### config.mk
export PLATFORM = sky130hd
export DESIGN_NAME = alu_operand_forward
export DESIGN_NICKNAME = d
export VERILOG_FILES = /design/src/rtl/fwd_pkg.sv /design/src/rtl/operand_select_mux.sv /design/src/rtl/alu_operand_forward.sv
export SDC_FILE = /design/constraint.sdc
export NUM_CORES = 1
export LEC_CHECK = 0
export CORE_MARGIN = 2
export CORE_UTILIZATION = 41
export CTS_CLUSTER_DIAMETER = 60
export DETAILED_ROUTE_END_ITERATION = 8
export HOLD_SLACK_MARGIN = 0.15
export PLACE_DENSITY = 0.83
export SYNTH_ARGS = -nofsm -noshare
export SYNTH_HDL_FRONTEND = slang
export SYNTH_SLANG_ARGS = --single-unit
### constraint.sdc
create_clock -name CLK -period 2.6 [get_ports CLK]
set_clock_uncertainty 0.2 [all_clocks]
set_input_delay 0.39 -clock CLK [delete_from_list [all_inputs] [get_ports CLK]]
set_output_delay 0.39 -clock CLK [all_outputs]
set_load 0.01 [all_outputs]
### src/rtl/fwd_pkg.sv
// Shared types for the ALU operand forwarding block: FSM states, operand
// select codes and the zero-register index.
package fwd_pkg;

    typedef enum logic {
        RUN       = 1'b0,
        LOAD_WAIT = 1'b1
    } fwd_state_t;

    typedef enum logic [1:0] {
        SEL_REG    = 2'd0,
        SEL_MEM    = 2'd1,
        SEL_WB     = 2'd2,
        SEL_SHADOW = 2'd3
    } op_sel_t;

    localparam int REG_ZERO = 0;
    localparam int CNT_WIDTH = 32;

endpackage

### src/rtl/operand_select_mux.sv
// Per-operand source select: picks register-file, MEM, WB or shadow data from
// already-qualified hit flags and the replay request left by a load-use stall.
module operand_select_mux
    import fwd_pkg::*;
#(
    parameter int DATA_WIDTH = 32
) (
    input  logic                  force_reg,
    input  logic                  need,
    input  logic                  mem_fwd,
    input  logic                  wb_hit,
    input  logic                  sh_hit,
    input  logic [DATA_WIDTH-1:0] reg_data,
    input  logic [DATA_WIDTH-1:0] mem_result,
    input  logic [DATA_WIDTH-1:0] wb_data,
    input  logic [DATA_WIDTH-1:0] shadow_data,
    output logic [1:0]            sel,
    output logic [DATA_WIDTH-1:0] operand
);

    op_sel_t sel_code;

    // The replay request outranks everything: the hazard-unit selects are
    // stale by the time the load reaches WB.
    always_comb begin
        sel_code = SEL_REG;
        if (force_reg)
            sel_code = SEL_REG;
        else if (need)
            sel_code = SEL_WB;
        else if (mem_fwd)
            sel_code = SEL_MEM;
        else if (wb_hit)
            sel_code = SEL_WB;
        else if (sh_hit)
            sel_code = SEL_SHADOW;
    end

    always_comb begin
        operand = reg_data;
        case (sel_code)
            SEL_MEM:    operand = mem_result;
            SEL_WB:     operand = wb_data;
            SEL_SHADOW: operand = shadow_data;
            default:    operand = reg_data;
        endcase
    end

    assign sel = sel_code;

endmodule

### src/rtl/alu_operand_forward.sv
// ALU-stage operand forwarding with load-use stall/replay and a one-entry
// writeback shadow. Define FWD_PERF_CNT_EN to add saturating event counters.
module alu_operand_forward
    import fwd_pkg::*;
#(
    parameter int DATA_WIDTH = 32,
    parameter int ADDR_WIDTH = 5
) (
    input  logic                  CLK,
    input  logic                  RESET,
    input  logic                  MEM_TO_SREG1,
    input  logic                  MEM_TO_SREG2,
    input  logic                  WB_TO_SREG1,
    input  logic                  WB_TO_SREG2,
    input  logic [ADDR_WIDTH-1:0] SREG1_ADDR,
    input  logic [ADDR_WIDTH-1:0] SREG2_ADDR,
    input  logic [DATA_WIDTH-1:0] REG_DATA1,
    input  logic [DATA_WIDTH-1:0] REG_DATA2,
    input  logic [DATA_WIDTH-1:0] MEM_RESULT,
    input  logic                  MEM_WRITE_EN,
    input  logic                  MEM_IS_LOAD,
    input  logic [DATA_WIDTH-1:0] WB_DATA,
    input  logic [ADDR_WIDTH-1:0] WB_ADDR,
    input  logic                  WB_WRITE_EN,
`ifdef FWD_PERF_CNT_EN
    output logic [31:0]           FWD_MEM_COUNT,
    output logic [31:0]           FWD_WB_COUNT,
    output logic [31:0]           LOAD_STALL_COUNT,
`endif
    output logic [DATA_WIDTH-1:0] OPERAND1,
    output logic [DATA_WIDTH-1:0] OPERAND2,
    output logic                  STALL
);

    localparam logic [ADDR_WIDTH-1:0] ADDR_ZERO = ADDR_WIDTH'(REG_ZERO);

    fwd_state_t            state, next_state;
    logic                  need1, need2;
    logic                  shadow_valid;
    logic [ADDR_WIDTH-1:0] shadow_addr;
    logic [DATA_WIDTH-1:0] shadow_data;

    logic memhit1, memhit2, wbhit1, wbhit2, shhit1, shhit2;
    logic load_use;
    logic in_run, in_wait;
    logic [1:0] sel1, sel2;

    assign memhit1 = MEM_TO_SREG1 & MEM_WRITE_EN & (SREG1_ADDR != ADDR_ZERO);
    assign memhit2 = MEM_TO_SREG2 & MEM_WRITE_EN & (SREG2_ADDR != ADDR_ZERO);
    assign wbhit1  = WB_TO_SREG1 & WB_WRITE_EN & (SREG1_ADDR != ADDR_ZERO);
    assign wbhit2  = WB_TO_SREG2 & WB_WRITE_EN & (SREG2_ADDR != ADDR_ZERO);
    assign shhit1  = shadow_valid & (shadow_addr == SREG1_ADDR) & (SREG1_ADDR != ADDR_ZERO);
    assign shhit2  = shadow_valid & (shadow_addr == SREG2_ADDR) & (SREG2_ADDR != ADDR_ZERO);

    assign in_run   = (state == RUN);
    assign in_wait  = (state == LOAD_WAIT);
    assign load_use = MEM_IS_LOAD & (memhit1 | memhit2);

    // State register; needs record which operands the stalled load feeds.
    always_ff @(posedge CLK) begin
        if (RESET) begin
            state <= RUN;
            need1 <= 1'b0;
            need2 <= 1'b0;
        end else begin
            state <= next_state;
            if (in_run && load_use) begin
                need1 <= memhit1;
                need2 <= memhit2;
            end else begin
                need1 <= 1'b0;
                need2 <= 1'b0;
            end
        end
    end

    // LOAD_WAIT always returns to RUN; MEM holds a bubble there, so no new
    // hazard can be declared back-to-back.
    always_comb begin
        next_state = state;
        case (state)
            RUN:       next_state = load_use ? LOAD_WAIT : RUN;
            LOAD_WAIT: next_state = RUN;
            default:   next_state = RUN;
        endcase
    end

    always_comb begin
        STALL = 1'b0;
        if (!RESET && in_run && load_use)
            STALL = 1'b1;
    end

    // Shadow covers the register file's read-before-write for a producer
    // that has already left WB.
    always_ff @(posedge CLK) begin
        if (RESET) begin
            shadow_valid <= 1'b0;
            shadow_addr  <= '0;
            shadow_data  <= '0;
        end else if (WB_WRITE_EN && (WB_ADDR != ADDR_ZERO)) begin
            shadow_valid <= 1'b1;
            shadow_addr  <= WB_ADDR;
            shadow_data  <= WB_DATA;
        end
    end

    operand_select_mux #(.DATA_WIDTH(DATA_WIDTH)) u_mux1 (
        .force_reg   (RESET),
        .need        (in_wait & need1),
        .mem_fwd     (in_run & memhit1 & ~MEM_IS_LOAD),
        .wb_hit      (wbhit1),
        .sh_hit      (shhit1),
        .reg_data    (REG_DATA1),
        .mem_result  (MEM_RESULT),
        .wb_data     (WB_DATA),
        .shadow_data (shadow_data),
        .sel         (sel1),
        .operand     (OPERAND1)
    );

    operand_select_mux #(.DATA_WIDTH(DATA_WIDTH)) u_mux2 (
        .force_reg   (RESET),
        .need        (in_wait & need2),
        .mem_fwd     (in_run & memhit2 & ~MEM_IS_LOAD),
        .wb_hit      (wbhit2),
        .sh_hit      (shhit2),
        .reg_data    (REG_DATA2),
        .mem_result  (MEM_RESULT),
        .wb_data     (WB_DATA),
        .shadow_data (shadow_data),
        .sel         (sel2),
        .operand     (OPERAND2)
    );

`ifdef FWD_PERF_CNT_EN
    function automatic logic [CNT_WIDTH-1:0] sat_inc(input logic [CNT_WIDTH-1:0] v);
        return (&v) ? v : v + 1'b1;
    endfunction

    logic mem_evt, wb_evt;

    // A load-use detect cycle counts as a MEM forward even though it stalls.
    assign mem_evt = ~RESET & in_run & (memhit1 | memhit2);
    assign wb_evt  = (op_sel_t'(sel1) inside {SEL_WB, SEL_SHADOW}) |
                     (op_sel_t'(sel2) inside {SEL_WB, SEL_SHADOW});

    always_ff @(posedge CLK) begin
        if (RESET) begin
            FWD_MEM_COUNT    <= '0;
            FWD_WB_COUNT     <= '0;
            LOAD_STALL_COUNT <= '0;
        end else begin
            if (mem_evt) FWD_MEM_COUNT    <= sat_inc(FWD_MEM_COUNT);
            if (wb_evt)  FWD_WB_COUNT     <= sat_inc(FWD_WB_COUNT);
            if (STALL)   LOAD_STALL_COUNT <= sat_inc(LOAD_STALL_COUNT);
        end
    end
`else
    logic sel_unused;
    assign sel_unused = ^{sel1, sel2};
`endif

endmodule

==> results of run 1 <==
## final cells by class
type / instances / area (um2)
Multi-Input combinational cell: 363 / 3640
Timing Repair Buffer: 332 / 3130
Fill cell: 547 / 1750
Sequential cell: 41 / 828
Tap cell: 133 / 166
Inverter: 32 / 120
Clock buffer: 6 / 82.6
Clock inverter: 2 / 13.8
Antenna cell: 1 / 2.50
## flip-flops by register name (all words and copies together) (netlist names)
name / flops
shadow_valid: 1
in_wait: 1
need2: 1
shadow_data: 32
need1: 1
shadow_addr: 5
## path summary, 6_finish.rpt
check,depth (start not counted),endpoint,slack [ns],from
max reg2reg,5,in_wait$_SDFF_PP0_,1.12,in_wait$_SDFF_PP0_
min,2,shadow_data[10]$_SDFFE_PP0P_,0.32,shadow_data[10]$_SDFFE_PP0P_
min reg2reg,2,shadow_data[10]$_SDFFE_PP0P_,0.32,shadow_data[10]$_SDFFE_PP0P_
max,10,OPERAND2[8],-0.48,shadow_addr[1]$_SDFFE_PP0P_
## metal layers
metal | up-vias | part of all wire [%] | global-route usage, %
met3 | 141 | 8.7 | 11.5
met1 | 2837 | 34 | 40.6
met4 | 0 | 7.7 | 31.2
met5 | - | 0 | 0
li1 | 2531 | - | -
met2 | 445 | 49 | 71.1
## per-stage QoR
step	setup WS, ns	instances	utilization, %	hold slack, ns
CTS	-0.356	909	81.3	0.309
detailed placement	-1.37	842	69.0	0.272
global placement	-1.27	842	69.0	0.257
global route	-0.541	910	82.1	0.341
floorplan	0.158	492	-	0.249
finish	-0.477	910	82.1	0.325
## kinds of logic (layout without fill, tap and decap cells)
kind of cell              Yosys count  after routing  synth area share (%)
AOI/OAI and AO/OA                 248            248                  55.7
and+or+nand+nor                   104            105                  12.0
buffers and inverters              89            372                  10.1
DFF                                41             41                  20.1
xor gates and xnor gates           10             10                  2.15
other                               0              1                     0
## synthesized netlist by cell type, drive strengths merged
| master | instances | share of area [%] |
|---|---|---|
| nand4bb | 1 | 0.28 |
| and2 | 1 | 0.15 |
| xnor2 | 10 | 2.1 |
| o21a | 2 | 0.37 |
| a221oi | 65 | 19 |
| a2bb2oi | 64 | 17 |
| nand3b | 1 | 0.18 |
| nand4 | 2 | 0.31 |
| a21oi | 39 | 4.8 |
| o31ai | 1 | 0.31 |
| nor4 | 1 | 0.31 |
| clkbuf | 21 | 1.9 |
| o2111ai | 1 | 0.21 |
| or3b | 1 | 0.21 |
| nor2 | 7 | 1.0 |
| nor4bb | 1 | 0.25 |
| a41oi | 1 | 0.21 |
| o22a | 1 | 0.25 |
| nand2 | 80 | 7.4 |
| nor3b | 1 | 0.18 |
| inv | 32 | 2.9 |
| o21ai | 4 | 0.67 |
| a22o | 32 | 6.9 |
| dfxtp | 41 | 20 |
| o211a | 1 | 0.25 |
| or4 | 3 | 0.74 |
| o22ai | 36 | 5.9 |
| nor3 | 1 | 0.25 |
| nor4b | 1 | 0.37 |
| buf | 36 | 5.2 |
| nand3 | 3 | 0.37 |
| a22oi | 1 | 0.18 |
## power by group
part | internal, mW | switching (mW)
Clock | 0.216 | 0.251
Combinational | 0.702 | 0.623
Sequential | 0.664 | 0.0537
Total | 1.58 | 0.928
## worst max-delay path, cell delays in order, from the launching register on
cell and delay [ns]:
dfxtp_2 0.35, xnor2_1 0.35, buf_4 0.19, nand3_1 0.11
nor4b_4 0.26, buf_4 0.19, buf_4 0.13, buf_12 0.14
a221oi_2 0.08, a2bb2oi_1 0.22, buf_2 0.16
## timing repair
item | CTS | global route
setup buffers | 51 | 2
pin swaps | 96 | 7
gates cloned | 10 | 0
endpoints found under the setup margin | 65 | 65
gates resized for setup | 436 | 18
==> impl_metrics.toml, run 1 <==
[clock_tree]
cts.clk_slew.worst_paths_ns = 0.09
htree_levels = 2
cts_sinks = 41
cts_max_path_buffers = 2
cts_hold_buffers = 0
cts_tree = "done"
cts_buffers = 5
root_buffer = "clkbuf_8"
clock_latency_ns = 0.29

[grt]
grt_usage_pct = 40.6
grt_antenna_before_repair = 1
grt-ovfl-total = 0
grt_max_degree = 61
grt_pass1_vias = 6661
grt_pass1_wl_um = 34700

[drt]
route.vias.total = 5954
dr.pass1.iters = 5
wl_per_cell_um = 25.0
dr.first_iter.drc_count = 514
viasPerCell = 6.54
detail-route-antenna-nets = 0
drc = 0
drt-total-wl_um = 22800

[setup_path]
critPathMaxFanout = 8
end_kind = "output port"
cp.required_ns = 2.01
crit_path_start_kind = "flip-flop"
path_class = "reg2out"
arrival_ns = 2.49

[placement]
io_buffers = 216
gp_congestion = 0.913
dp_hpwl_um = 12700
dpl-instance-area_mm2 = 0.00671

[logic_synthesis]
ys_types = 41
ys_ff_latch = 41
synth-seq-area-share_pct = 20.1
netlist_area_mm2 = 0.00408
synthCells = 492
ys_warn_count = 0
avgSynthCellArea_um2 = 8.30
syn-num-nets = 644

[sta]
rsz0062_at_grt = "true"
final_max_slew_viol_count = 0
worst_pin_slew_ns = 1.00
timing.final.crit_period_ns = 3.08
fin_setup_tns_ns = -22.94
fmax_mhz = 325
relSlewSlack_pct = 33.2
fin_crit_sh_pct = 118
finalSetupViolCount = 64
hold_viol = 0
setup_ws_ns = -0.477

[layout]
mostFrequentLayoutCell = "clkdlybuf4s50_1"
final_area_mm2 = 0.00798
final_nets = 927
final_cell_mix = "clkdlybuf4s50_1, nand2_1, buf_2"
layout-drive-gt1-share_pct = 43.2
syn_to_final_growth_pct = 95.6

[die]
num_rows = 36
die_w_um = 104
core-area_mm2 = 0.00973
io_pins = 217
die_area_mm2 = 0.0108
die_y_um = 104
initial_core_util_pct = 42.0

[power]
p_total_mw = 2.51
ir_drop_mv = 0.211
leakage_nw = 3.21
power_density_mw_per_mm2 = 314

[run_status]
status = "complete, but fails checks"
violations = "negative setup slack"

[job]
maxCapViolations = 0

[min_path]
hold_path.class = "reg2reg"
(Power assumes the default switching activity.)
==> run 2: changes to the inputs <==
clock period = 3.45 ns   (was 2.6 ns; I/O delays follow)
==> impl_metrics.toml, run 2 (synthesis results as in run 1) <==
[layout]
layout-drive-gt1-share_pct = 33.2
regMostFlops = "shadow_data"
final_cell_mix = "clkdlybuf4s50_1, nand2_1, buf_4"
mostFrequentLayoutCell = "clkdlybuf4s50_1"
syn_to_final_growth_pct = 85.8
final_nets = 890
antennaDiodeCount = 0
largest_reg_flops = 32
largestRegisters = "shadow_data x32, shadow_addr x5"
utilization_pct = 78.0

[setup_path]
cp.required_ns = 2.73
end_kind = "output port"
path_class = "in2out"
arrival_ns = 2.76
crit_path_start_kind = "input pin"
critPathMaxFanout = 8

[sta]
fin_crit_sh_pct = 101
final_max_slew_viol_count = 0
relSlewSlack_pct = 11.4
worst_pin_slew_ns = 1.33
fmax_mhz = 287
whs_ns = 0.309
timing.final.crit_period_ns = 3.48
rsz0062_at_grt = "true"
finalSetupViolCount = 1
hold_viol = 0
setup_ws_ns = -0.0311

[die]
io_pins = 217
die_w_um = 104
num_rows = 36
initial_core_util_pct = 42.0
die_area_mm2 = 0.0108
core-area_mm2 = 0.00973
die_y_um = 104

[job]
maxCapViolations = 0

[clock_tree]
cts_sinks = 41
cts_tree = "done"
htree_levels = 2
cts.clk_slew.worst_paths_ns = 0.09
cts_buffers = 5
clock_latency_ns = 0.29
cts_max_path_buffers = 2
root_buffer = "clkbuf_8"

[placement]
dp_hpwl_um = 12500
io_buffers = 216
gp_congestion = 0.908

[grt]
grt_usage_pct = 35.0
grt_max_degree = 70
grt_antenna_before_repair = 0
grt_pass1_wl_um = 30200
grt_pass1_vias = 5773
grt-ovfl-total = 0

[drt]
drc = 0
route.vias.total = 5697
dr.first_iter.drc_count = 394
detail-route-antenna-nets = 0
viasPerCell = 6.53
wl_per_cell_um = 24.2
dr.pass1.iters = 5
drt-total-wl_um = 21100

[run_status]
status = "complete, but fails checks"
violations = "negative setup slack"

[min_path]
hold_path.class = "reg2reg"

[power]
power_density_mw_per_mm2 = 250
ir_drop_mv = 0.178
leakage_nw = 3.02
-- run 2: layout make-up --
cell class / instances / area (um2)
fill: 637 / 2140
tap: 133 / 166
sequential: 41 / 821
clock inverter: 1 / 30.0
inverter: 32 / 120
clock buffer: 7 / 86.3
timing repair buffer: 295 / 2890
multi-input combinational: 363 / 3470
-- run 2: per-layer routing --
| metal | GRT usage [%] | vias up | wire length [um] |
|---|---|---|---|
| li1 | - | 2452 | - |
| met1 | 37.3 | 2687 | 7240 |
| met3 | 8.12 | 118 | 2040 |
| met5 | 0 | - | 0 |
| met2 | 63.4 | 440 | 10400 |
| met4 | 19.7 | 0 | 1400 |
-- run 2: power by group --
group	total (mW)	switching [mW]	internal (mW)
Clock	0.418	0.181	0.236
Sequential	0.539	0.0390	0.500
Combinational	0.940	0.439	0.501
Total	1.90	0.659	1.24
-- run 2: final timing paths --
check	to	from	slack, ns	depth (start not counted)
setup reg to reg	in_wait$_SDFF_PP0_	in_wait$_SDFF_PP0_	2.11	3
hold / removal	shadow_data[10]$_SDFFE_PP0P_	shadow_data[10]$_SDFFE_PP0P_	0.31	2
setup / recovery	OPERAND2[20]	MEM_TO_SREG2	-0.03	11
hold reg to reg	shadow_data[10]$_SDFFE_PP0P_	shadow_data[10]$_SDFFE_PP0P_	0.31	2
-- run 2: metrics by stage --
step / total power [mW] / cells / setup slack, ns / setup TNS, ns / area, um2
4_1_cts: 1.83 / 865 / 0.0000604 / 0 / 7380
3_5_place_dp: 1.39 / 830 / -0.799 / -33.35 / 6610
3_3_place_gp: 1.36 / 830 / -0.658 / -29.16 / 6610
5_1_grt: 1.96 / 872 / -0.0987 / -0.545 / 7590
6_report: 1.90 / 872 / -0.0311 / -0.0311 / 7590
2_1_floorplan: 0.925 / 492 / 0.753 / 0 / 4080
-- run 2: critical path, stage by stage --
cell and delay [ns]:
clkdlybuf4s50_1 0.48, nor4bb_4 0.29, buf_4 0.20, buf_6 0.14
nor2_2 0.04, nor4b_4 0.15, buf_4 0.15, clkbuf_16 0.18
a221oi_4 0.27, a2bb2oi_2 0.10, clkdlybuf4s15_2 0.24
-- run 2: timing repair --
action,CTS,global route
setup endpoints to repair,64,62
setup buffers,18,6
gates cloned,9,1
hold buffers,0,0
gates resized for setup,236,57
pin swaps,40,30
==> run 3: changes to the inputs <==
CORE_AREA = 2 2 85 87   (was not set)
CORE_MARGIN = not set   (was 2)
CORE_UTILIZATION = not set   (was 41)
DIE_AREA = 0 0 87 89   (was not set)
DONT_BUFFER_PORTS = 1   (was not set)
GPL_ROUTABILITY_DRIVEN = 0   (was not set)
PLACE_DENSITY = 0.76   (was 0.83)
==> impl_metrics.toml, run 3 (synthesis results as in run 1) <==
[power]
leakage_nw = 1.72
ir_drop_mv = 0.181
power_density_mw_per_mm2 = 315
p_total_mw = 1.41

[drt]
dr.first_iter.drc_count = 294
viasPerCell = 7.59
route.vias.total = 4351
drc = 0
drt-total-wl_um = 13500
dr.pass1.iters = 7
detail-route-antenna-nets = 0
wl_per_cell_um = 23.5

[sta]
final_max_slew_viol_count = 0
fin_crit_sh_pct = 94.0
timing.final.crit_period_ns = 3.24
fin_setup_tns_ns = 0
hold_viol = 0
worst_pin_slew_ns = 1.23
setup_ws_ns = 0.208
rsz0062_at_grt = "false"
finalSetupViolCount = 0
relSlewSlack_pct = 17.8
fmax_mhz = 308

[setup_path]
r2r_end = "in_wait$_SDFF_PP0_"
cp.required_ns = 2.73
crit_path_start_kind = "input pin"
cp_cell_sequence = "or4_4 -> nor2_4 -> o22a_2 -> buf_4 -> o22ai_1 -> a2bb2oi_2"
r2r_start = "in_wait$_SDFF_PP0_"
end_kind = "output port"
path_class = "in2out"
arrival_ns = 2.52
critical-path-max-stage-delay_ns = 0.55
rrSetupSlack_ns = 2.18
r2r_cells = 3
slowest_stage = "or4_4"
critPathMaxFanout = 20

[layout]
utilization_pct = 66.7
regMostFlops = "shadow_data"
mostFrequentLayoutCell = "nand2_1"
final_area_mm2 = 0.00448
final_nets = 644
largestRegisters = "shadow_data x32, shadow_addr x5"
largest_reg_flops = 32
syn_to_final_growth_pct = 9.78
layout-drive-gt1-share_pct = 24.5
final_cell_mix = "nand2_1, a2bb2oi_1, buf_4"
n_fill_cell = 557
antennaDiodeCount = 0

[grt]
grt_pass1_vias = 4037
grt_max_degree = 74
grt_pass1_wl_um = 19800
grt_antenna_before_repair = 0
grt-ovfl-total = 0
grt_usage_pct = 32.1

[placement]
io_buffers = 0
pre_cts_ws_ns = 0.213
dpl-instance-area_mm2 = 0.00416
dp_hpwl_um = 9190

[die]
io_pins = 217
core-area_mm2 = 0.00672
die_y_um = 89
die_area_mm2 = 0.00774
die_w_um = 87
initial_core_util_pct = 60.8
num_rows = 30

[clock_tree]
cts_max_path_buffers = 2
clock_latency_ns = 0.29
cts_tree = "done"
cts.clk_slew.worst_paths_ns = 0.08
htree_levels = 2
cts_buffers = 5
cts_sinks = 41
root_buffer = "clkbuf_8"

[min_path]
hold_start = "WB_DATA[1]"
holdPathStages = 2
hold_path.class = "in2reg"
min_delay_worst_endpoint = "shadow_data[1]$_SDFFE_PP0P_"

[run_status]
status = "complete, no violations"

[job]
maxCapViolations = 0
## run 3: cell types whose count changed in the layout (fill, tap and decap cells not counted), moves of 6 or more
cell / before / now
buf_6: 20 / 0
a2bb2oi_1: 37 / 44
a221oi_2: 42 / 30
a221oi_1: 2 / 34
clkbuf_2: 9 / 0
buf_2: 25 / 0
dlygate4sd2_1: 22 / 0
buf_12: 11 / 3
clkdlybuf4s15_1: 6 / 0
clkdlybuf4s15_2: 9 / 0
a2bb2oi_2: 27 / 20
a221oi_4: 21 / 1
clkdlybuf4s50_1: 140 / 0
## run 3: critical path: cells and delay by family
kind	cells	cell delay, ns
compound gates	3	0.87
simple gates	2	0.83
buf+inv	1	0.30
## run 3: routing by layer
layer,routed length (um),track usage [%],vias up
met5,0,0,-
met4,196,10.5,0
met3,1260,7.11,24
met2,6910,59.1,277
met1,5110,36.8,2106
li1,-,-,1944
## run 3: area by class of cell
| type | instances | area (um2) | share of cell area, % |
|---|---|---|---|
| multi-input cells | 363 | 2910 | 65.0 |
| flip-flops and latches | 41 | 821 | 18.3 |
| repair buffers | 49 | 413 | 9.21 |
| inverters | 32 | 120 | 2.68 |
| well taps | 80 | 100 | 2.23 |
| clock buffers | 7 | 86.3 | 1.93 |
| clock inverters | 1 | 30.0 | 0.670 |
## run 3: worst max-delay path by stage
stage,startpoint,to
finish,SREG1_ADDR[0],OPERAND1[19]
global route,SREG1_ADDR[0],OPERAND1[11]
CTS,shadow_addr[0]$_SDFFE_PP0P_,OPERAND2[11]
detailed placement,SREG2_ADDR[0],OPERAND2[11]
global placement,MEM_WRITE_EN,OPERAND2[13]
floorplan,SREG2_ADDR[0],OPERAND2[0]
## run 3: through the flow
stage | hold slack (ns) | std cells
3_5_place_dp | 0.261 | 544
3_3_place_gp | 0.257 | 544
6_report | 0.156 | 573
5_1_grt | 0.152 | 573
2_1_floorplan | 0.249 | 492
4_1_cts | 0.150 | 554
## run 3: what timing repair did
item                       4_1_cts  5_1_grt
setup endpoints to repair        1       31
buffers inserted                 0       16
resized for setup                0        2
hold endpoints to repair        38        3
hold buffers                     1        3
pin swaps                        1        3
gates cloned                     1        0
## run 3: power breakdown
part           internal [mW]  switching, mW  total [mW]
sequential             0.500         0.0281       0.528
combinational          0.225          0.263       0.488
clock                  0.236          0.162       0.397
total                  0.961          0.453        1.41
